[config.mk]
export PLATFORM = sky130hd
export DESIGN_NAME = ro_freq_meter
export DESIGN_NICKNAME = d
export VERILOG_FILES = /design/src/rtl/ro_freq_meter.sv
export SDC_FILE = /design/constraint.sdc
export NUM_CORES = 1
export LEC_CHECK = 0
export CAP_MARGIN = 20
export CELL_PAD_IN_SITES_DETAIL_PLACEMENT = 1
export CELL_PAD_IN_SITES_GLOBAL_PLACEMENT = 2
export CORE_ASPECT_RATIO = 1.75
export CORE_MARGIN = 3
export CORE_UTILIZATION = 34
export CTS_CLUSTER_SIZE = 16
export DETAILED_ROUTE_END_ITERATION = 6
export PLACE_DENSITY = 0.76
export REMOVE_ABC_BUFFERS = 1
export SETUP_SLACK_MARGIN = 0.1
export SLEW_MARGIN = 20
export SYNTH_ARGS = -nofsm -noshare
export SYNTH_HDL_FRONTEND = slang
export SYNTH_SLANG_ARGS = --single-unit
[constraint.sdc]
create_clock -name clk -period 2.8 [get_ports clk]
set_input_delay 0.42 -clock clk [delete_from_list [all_inputs] [get_ports clk]]
set_output_delay 0.42 -clock clk [all_outputs]
set_load 0.05 [all_outputs]
[src/rtl/ro_freq_meter.sv]
// Ring-oscillator controller and frequency meter: enables the oscillator, waits a
// settle time, then counts synchronized ro_clk rising edges over a fixed clk gate window.
module ro_freq_meter #(
  parameter int unsigned GATE_CYCLES   = 100000,
  parameter int unsigned SETTLE_CYCLES = 16,
  parameter int unsigned COUNT_WIDTH   = 24
) (
  input  logic                   clk,
  input  logic                   rst,
  input  logic                   meas_start,
  input  logic                   continuous,
  input  logic                   abort,
  input  logic                   ro_clk,
  output logic                   ro_enable,
  output logic                   busy,
  output logic [COUNT_WIDTH-1:0] count,
  output logic                   count_valid,
  output logic                   overflow
);

  localparam int unsigned MAX_CYC = (GATE_CYCLES > SETTLE_CYCLES) ? GATE_CYCLES : SETTLE_CYCLES;
  localparam int unsigned TW      = $clog2(MAX_CYC + 1);

  localparam logic [TW-1:0]          SETTLE_LAST = TW'(SETTLE_CYCLES - 1);
  localparam logic [TW-1:0]          GATE_LAST   = TW'(GATE_CYCLES - 1);
  localparam logic [COUNT_WIDTH-1:0] CNT_MAX     = '1;

  typedef enum logic [1:0] {
    S_IDLE   = 2'd0,
    S_SETTLE = 2'd1,
    S_GATE   = 2'd2,
    S_DONE   = 2'd3
  } state_t;

  state_t                 r_state;
  logic [TW-1:0]          r_timer;
  logic [COUNT_WIDTH-1:0] r_edge_cnt;
  logic                   r_ovf;
  logic                   r_s1;
  logic                   r_s2;
  logic                   r_s3;
  logic                   r_ro_enable;
  logic                   r_busy;
  logic [COUNT_WIDTH-1:0] r_count;
  logic                   r_count_valid;
  logic                   r_overflow;
  logic                   w_rise;

  assign w_rise = r_s2 & ~r_s3;

  always_ff @(posedge clk) begin
    if (rst) begin
      r_state       <= S_IDLE;
      r_timer       <= '0;
      r_edge_cnt    <= '0;
      r_ovf         <= 1'b0;
      r_s1          <= 1'b0;
      r_s2          <= 1'b0;
      r_s3          <= 1'b0;
      r_ro_enable   <= 1'b0;
      r_busy        <= 1'b0;
      r_count       <= '0;
      r_count_valid <= 1'b0;
      r_overflow    <= 1'b0;
    end else begin
      // ro_clk is asynchronous: two-flop synchronizer plus one stage for edge detect
      r_s1          <= ro_clk;
      r_s2          <= r_s1;
      r_s3          <= r_s2;
      r_count_valid <= 1'b0;

      if (abort && (r_state != S_IDLE)) begin
        r_state     <= S_IDLE;
        r_ro_enable <= 1'b0;
        r_busy      <= 1'b0;
      end else begin
        case (r_state)
          S_IDLE: begin
            if (meas_start) begin
              r_state     <= S_SETTLE;
              r_timer     <= '0;
              r_ro_enable <= 1'b1;
              r_busy      <= 1'b1;
            end
          end
          S_SETTLE: begin
            if (r_timer == SETTLE_LAST) begin
              r_state    <= S_GATE;
              r_timer    <= '0;
              r_edge_cnt <= '0;
              r_ovf      <= 1'b0;
            end else begin
              r_timer <= r_timer + 1'b1;
            end
          end
          S_GATE: begin
            // Saturating count; the flag marks that at least one edge was lost
            if (w_rise) begin
              if (r_edge_cnt == CNT_MAX) begin
                r_ovf <= 1'b1;
              end else begin
                r_edge_cnt <= r_edge_cnt + 1'b1;
              end
            end
            if (r_timer == GATE_LAST) begin
              r_state <= S_DONE;
            end else begin
              r_timer <= r_timer + 1'b1;
            end
          end
          S_DONE: begin
            r_count       <= r_edge_cnt;
            r_overflow    <= r_ovf;
            r_count_valid <= 1'b1;
            if (continuous) begin
              r_state <= S_SETTLE;
              r_timer <= '0;
            end else begin
              r_state     <= S_IDLE;
              r_ro_enable <= 1'b0;
              r_busy      <= 1'b0;
            end
          end
          default: begin
            r_state     <= S_IDLE;
            r_ro_enable <= 1'b0;
            r_busy      <= 1'b0;
          end
        endcase
      end
    end
  end

  assign ro_enable   = r_ro_enable;
  assign busy        = r_busy;
  assign count       = r_count;
  assign count_valid = r_count_valid;
  assign overflow    = r_overflow;

endmodule

# --- Word level (Yosys, flattened, before mapping) ---
# Index checks and enable logic that the tools add are counted.
totals:
  ff_bits: 74
  in_bits: 6
  output_inout_bits: 28
  wordCells: 65
op_classes:
  addsub: 2
  n_reduce_logical: 12
  muxes: 22
  bitwise: 3
  eq_ne: 15
ops:
  columns: ["operator", "count"]
  rows:
  - ["2-to-1 mux 24 bit", 3]
  - ["2-to-1 mux 17 bit", 4]
  - ["one-hot mux 17 bit (4 select lines)", 1]
  - ["one-hot mux 24 bit (2 select lines)", 1]
  - ["adder 24 x 1 -> 24 bit, second input constant", 1]
  - ["equality test 24 bit, second input constant", 1]
  - ["!= test 2 bit, second input constant", 9]
  - ["adder 17 x 1 -> 17 bit, second input constant", 1]
  - ["equality test 17 bit, second input constant", 1]
  - ["equality test 17 x 4 -> 1 bit, second input constant", 1]
  - ["AND reduction 5 bit", 2]
  - ["one-hot mux 2 bit (4 select lines)", 1]
  - ["2-to-1 mux 1 bit", 7]
  - ["2-to-1 mux 2 bit", 3]
  - ["AND reduction 3 bit", 2]
  - ["nonzero test 2 bit", 3]
  - ["equality test 2 bit, second input constant", 2]
  - ["one-hot mux 1 bit (2 select lines)", 2]
  - ["AND reduction 4 bit", 1]
  - ["equality test 2 x 1 -> 1 bit, second input constant", 1]
  - ["logical NOT 2 bit", 1]
  - ["NOT 1 bit", 2]
  - ["AND reduction 2 bit", 1]
  - ["OR reduction 2 bit", 1]
  - ["other kinds (2)", 2]

# --- Longest topological paths before layout ---
# Gate-level depths: netlist of run 1.
logic_depth:
  ltp_word: 4
  depth_mapped: 10
  depth_no_buf: 7

# --- Least setup slack after synthesis of run 1 ---
# Ideal clock, no wire load.
synth_timing:
  path_type: "register to register"
  startpoint: "register r_state[0]"
  endpoint: "register r_timer[15]"
  stages_incl_launch_ff: 8
  setup_ps: 74
  period_less_slack_ps: 2427
  setup_slack_ps: 373
  t_arrival_ps: 2353
  t_required_ps: 2726
  path_buffers: 0
  path_cell_list: "dfxtp_1 inv_1 ha_1 nor2b_1 or4_4 or3_4 or4_1 a31oi_1"
synth_between:
  elab_chain_cells: 4
  elab_cells_between_ends: 12
  classes_between: "eq/ne: 6; mux: 1; bitwise: 1; reduce/logical: 4"
synth_rtl:
  columns: ["item", "line_no", "text"]
  rows:
  - ["from (decl)", "35", "state_t r_state;"]
  - ["from (signal assigned)", "53", "r_state <= S_IDLE;"]
  - ["from (signal assigned)", "73", "r_state <= S_IDLE;"]
  - ["from (signal assigned)", "80", "r_state <= S_SETTLE;"]
  - ["branches (longest 4 deep; another with AND reduction 4 bit)", null, null]
  - ["to (signal assigned)", "93", "r_timer <= r_timer + 1'b1;"]
  - ["to (signal assigned)", "108", "r_timer <= r_timer + 1'b1;"]
  - ["to (decl)", "36", "logic [TW-1:0] r_timer;"]
# Parallel ways; which one is timed is not known.
# A chain may end at the register's enable or synchronous reset.

# --- Worst setup path after layout of run 1 ---
layout_timing:
  startpoint: "register r_state[1]"
  endpoint: "register r_timer[15]"
# Same word-level chain as after synthesis.

==> impl_metrics.py, run 1 <==
metrics = {
    "yosys": {
        "seq_area_frac_synth_pct": 40.1,
        "ys_async_sr_fraction_pct": 0,
        "ys_types": 60,
        "yosysWarnings": 0,
        "syn_area_um2": 3690,
        "syn_inst": 456,
        "synth_area_leader_cell": "dfxtp_1",
        "netlist.area_leader.share_pct": 40.1,
        "synth.area.top_cells": "dfxtp_1, nand2_1, a21oi_1",
        "synth_ff_type": "dfxtp_1",
        "ys_seq_elements": 74,
        "synth.avg_cell_area_um2": 8.10,
        "synth_edf_count": 0,
    },
    "setup_path": {
        "arrival_ns": 2.77,
        "rr_worst_depth": 7,
        "startpoint_type": "flip-flop",
        "criticalPathCategory": "flip-flop to flip-flop",
        "critical_path.startpoint": "r_state[1]$_SDFFE_PP0P_",
        "critPathCaptureType": "flip-flop",
        "cp_max_fo": 7,
        "required_ns": 3.07,
        "reg2reg_from": "r_state[1]$_SDFFE_PP0P_",
    },
    "cts": {
        "clkLatencyLatePin_ns": 0.34,
        "cts_sinks": 74,
        "cts_resized": 0,
        "cts_tree": "built",
        "cts_buffers": 9,
        "cts-root-buf": "clkbuf_16",
        "h-tree-depth": 3,
        "clockBufferDepth": 2,
        "ctsHoldBuffers": 0,
        "cts_setup_buffers": 0,
        "clk_pin_slew_ns": 0.06,
    },
    "sta": {
        "grt_setup_unrepaired": "no",
        "max_slew_margin_pct": 57.8,
        "worst_pin_slew_ns": 0.616,
        "drv_slew": 0,
        "period_minus_slack_ns": 2.50,
        "fmax_ghz": 0.400,
        "fin_skew_ns": 0.00594,
        "setup-tns-final_ns": 0,
        "hold_viol": 0,
        "setup_viol": 0,
        "fin_crit_sh_pct": 89.3,
    },
    "worst_hold_path": {
        "hold_path_depth": 2,
        "hold_path.class": "input port to flip-flop",
        "hp-start": "rst",
    },
    "placed_design": {
        "placed_area_um2": 4260,
        "dp_hpwl_mm": 8.15,
        "portBuffers": 33,
        "finalWeightedCongestion": 0.851,
    },
    "global_route": {
        "grt_pass1_vias": 3835,
        "grt_pass1_wl_mm": 18.5,
        "grt_max_degree": 33,
        "grtUsageTotal_pct": 19.0,
        "grt_antenna_before_repair": 0,
        "grt_overflow": 0,
    },
    "drt": {
        "vias": 3634,
        "drtPass1Iterations": 4,
        "vias_per_cell": 5.77,
        "drc_errors": 0,
        "avgRoutedWirePerCell_um": 17.5,
        "drtIter0Drc": 142,
        "routed_wl_mm": 11.1,
        "ant_nets": 0,
    },
    "finish": {
        "antenna_cells": 0,
        "layout_common_cells": "nand2_1, dfxtp_1, a21oi_1",
        "final_area_um2": 4620,
        "area_growth_pct": 25.0,
        "nets": 510,
        "fin_util_pct": 44.3,
        "final_common_cell": "nand2_1",
        "drive_above_1_share_pct": 11.5,
    },
    "run": {
        "maxCapViolCount": 0,
    },
    "power": {
        "ir_drop_uv": 394,
        "p_leak_nw": 1.48,
        "p_per_area_nw_per_um2": 702,
    },
    "die": {
        "start_util_pct": 35.4,
        "dieArea_um2": 12200,
        "fp-row-count": 49,
        "ioPinCount": 34,
        "fp.coreArea_um2": 10400,
        "die_w_um": 84.8,
        "dieHeight_um": 144,
    },
    "run_status": {
        "outcome": "finished, final reports clean",
    },
}
## worst paths after layout
path	to	slack [ns]
hold / removal	count[9]$_SDFFE_PP0P_	0.41
setup reg to reg	r_timer[15]$_SDFFE_PP0P_	0.30
hold reg to reg	r_s2$_SDFF_PP0_	0.45
setup / recovery	r_timer[15]$_SDFFE_PP0P_	0.30
## flip-flops by register name, indices dropped and copies added, names as in the netlist
register,cells
count,24
r_edge_cnt,24
r_timer,17
r_state,2
busy,1
count_valid,1
overflow,1
r_ovf,1
r_s1,1
r_s2,1
r_s3,1
## Yosys cell counts (all sizes together) (9+ instances only)
cell    number
and3         9
nand2       76
nand3       30
dfxtp       74
or4         12
a21oi       36
nor2        22
a211oi      11
nand4       11
inv         12
o21ai       13
a31oi       13
clkbuf      25
## worst max-delay path: stages, from the launching register on
cell     delay (ns)
dfxtp_1        0.39
inv_1          0.09
ha_2           0.22
nor2b_1        0.19
or4_4          0.49
or3_4          0.41
or4_1          0.47
a31oi_1        0.16
## cell families (layout without fill, tap and decap cells)
group | after synthesis | count (layout) | share of synthesized area, %
compound gates | 114 | 114 | 20.8
xor+xnor | 8 | 8 | 1.90
fa+ha+maj | 6 | 6 | 2.03
buf+inv | 41 | 88 | 4.78
flops | 74 | 74 | 40.1
mux | 1 | 1 | 0.271
simple gates | 212 | 212 | 30.1
## area by class of cell
| cell class | count | area [um2] |
|---|---|---|
| Clock buffer | 11 | 253 |
| Sequential cell | 74 | 1480 |
| Fill cell | 1260 | 5810 |
| Inverter | 12 | 45.0 |
| Clock inverter | 5 | 100 |
| Multi-Input combinational cell | 341 | 2040 |
| Timing Repair Buffer | 60 | 541 |
| Tap cell | 127 | 159 |
## routing by layer
metal / routed length [um] / vias up / global-route usage (%)
met4: 297 / 0 / 9.34
met5: 0 / - / 0
met2: 6430 / 32 / 38.3
met1: 4160 / 1819 / 18.3
li1: - / 1764 / -
met3: 165 / 19 / 2.64
## power by group
part	total [mW]	internal, mW	switching (mW)
registers	1.11	1.08	0.0287
logic	0.766	0.267	0.499
clock network	1.36	0.916	0.447
total	3.24	2.27	0.974
## metrics by stage
stage,hold WS (ns),setup WS [ns],power (mW),instances
after floorplan,0.414,0.236,1.59,427
after global placement,0.438,0.0776,1.88,614
after detailed placement,0.433,0.0645,1.90,614
after CTS,0.404,0.230,3.29,630
after global routing,0.416,0.155,3.41,630
final,0.413,0.299,3.24,630
Power figures use the tool's default switching activity.
==> run 2: changes to the inputs <==
--- a/config.mk
+++ b/config.mk
@@ -13,6 +13,7 @@
 export CORE_UTILIZATION = 34
 export CTS_CLUSTER_SIZE = 16
 export DETAILED_ROUTE_END_ITERATION = 6
+export GPL_TIMING_DRIVEN = 0
 export PLACE_DENSITY = 0.76
 export REMOVE_ABC_BUFFERS = 1
 export SETUP_SLACK_MARGIN = 0.1
==> impl_metrics.py, run 2 (synthesis gave the netlist of run 1 again) <==
metrics = {
    "finish": {
        "final_area_um2": 4490,
        "fin_cells": 609,
        "area_growth_pct": 21.6,
        "layout_common_cells": "nand2_1, dfxtp_1, a21oi_1",
        "antenna_cells": 0,
        "final_common_cell": "nand2_1",
        "nets": 489,
        "drive_above_1_share_pct": 8.51,
        "fin_util_pct": 43.1,
    },
    "sta": {
        "drv_slew": 0,
        "grt_setup_unrepaired": "yes",
        "fmax_ghz": 0.392,
        "worst_pin_slew_ns": 0.971,
        "max_slew_margin_pct": 35.3,
        "holdWs_ns": 0.441,
        "hold_viol": 0,
        "setup_viol": 0,
        "period_minus_slack_ns": 2.55,
        "fin_crit_sh_pct": 91.0,
        "fin_skew_ns": 0.00584,
    },
    "die": {
        "fp.coreArea_um2": 10400,
        "fp-row-count": 49,
        "dieHeight_um": 144,
        "ioPinCount": 34,
        "die_w_um": 84.8,
        "dieArea_um2": 12200,
        "start_util_pct": 35.4,
    },
    "global_route": {
        "grt_pass1_wl_mm": 17.7,
        "grtUsageTotal_pct": 18.0,
        "grt_antenna_before_repair": 0,
        "grt_max_degree": 40,
        "grt_pass1_vias": 3575,
        "grt_overflow": 0,
    },
    "cts": {
        "clkLatencyLatePin_ns": 0.33,
        "clockBufferDepth": 2,
        "h-tree-depth": 3,
        "cts_tree": "built",
        "cts-root-buf": "clkbuf_16",
        "cts_sinks": 74,
        "cts_buffers": 9,
        "clk_pin_slew_ns": 0.06,
    },
    "drt": {
        "ant_nets": 0,
        "drc_errors": 0,
        "routed_wl_mm": 10.5,
        "vias_per_cell": 5.73,
        "drtIter0Drc": 127,
        "drtPass1Iterations": 4,
        "vias": 3487,
        "avgRoutedWirePerCell_um": 17.2,
    },
    "setup_path": {
        "arrival_ns": 2.81,
        "startpoint_type": "flip-flop",
        "required_ns": 3.06,
        "criticalPathCategory": "flip-flop to flip-flop",
        "cp_max_fo": 7,
        "critPathCaptureType": "flip-flop",
    },
    "placed_design": {
        "dp_hpwl_mm": 7.41,
        "finalWeightedCongestion": 0.790,
        "placed_area_um2": 4070,
        "place_inst": 588,
        "portBuffers": 33,
    },
    "power": {
        "ir_drop_uv": 348,
        "p_leak_nw": 1.39,
        "p_per_area_nw_per_um2": 686,
    },
    "run_status": {
        "outcome": "finished, final reports clean",
    },
    "worst_hold_path": {
        "hold_path.class": "flip-flop to flip-flop",
    },
    "run": {
        "maxCapViolCount": 0,
    },
}
==> run 2: power breakdown <==
group          leakage [nW]  switching, mW  internal [mW]
clock                 0.151          0.427          0.806
combinational         0.638          0.498          0.231
sequential            0.597         0.0326           1.08
total                  1.39          0.957           2.12
==> run 2: final timing paths <==
path,from,endpoint,slack [ns],cells past startpoint
max,r_state[1]$_SDFFE_PP0P_,r_timer[15]$_SDFFE_PP0P_,0.25,7
min,r_s1$_SDFF_PP0_,r_s2$_SDFF_PP0_,0.44,1
max reg2reg,r_state[1]$_SDFFE_PP0P_,r_timer[15]$_SDFFE_PP0P_,0.25,7
min reg2reg,r_s1$_SDFF_PP0_,r_s2$_SDFF_PP0_,0.44,1
==> run 2: repair_timing <==
action / 4_1_cts / 5_1_grt
setup endpoints to repair: 26 / 28
buffers inserted: 0 / 5
hold buffers: 0 / 0
gates resized for setup: 8 / 7
pin swaps: 0 / 1
==> run 2: stage by stage <==
stage	setup slack, ns	TNS, ns	power (mW)
after floorplan	0.236	0	1.59
after global routing	0.0764	0	3.24
after global placement	-1.26	-35.55	1.79
after detailed placement	-0.915	-14.13	1.82
final	0.251	0	3.08
after CTS	0.0926	0	3.10
==> run 2: area by class of cell <==
| class | count | area, um2 |
|---|---|---|
| Clock inverter | 2 | 60.1 |
| Clock buffer | 14 | 254 |
| Inverter | 12 | 45.0 |
| Multi-Input combinational cell | 341 | 2100 |
| Sequential cell | 74 | 1480 |
| Tap cell | 127 | 159 |
| Fill cell | 1241 | 5930 |
| Timing Repair Buffer | 39 | 387 |
==> run 2: critical path, cell delays in order (launching register included) <==
cell and delay [ns]:
dfxtp_2 0.38, inv_1 0.09, ha_2 0.22, nor2b_1 0.20
or4_4 0.53, or3_4 0.42, or4_1 0.48, a31oi_1 0.17
==> run 2: per-layer routing <==
metal / global-route usage (%) / part of all wire [%]
met2: 35.5 / 57
met1: 18.2 / 39
met3: 2.93 / 1.6
met4: 7.92 / 2.3
met5: 0 / 0
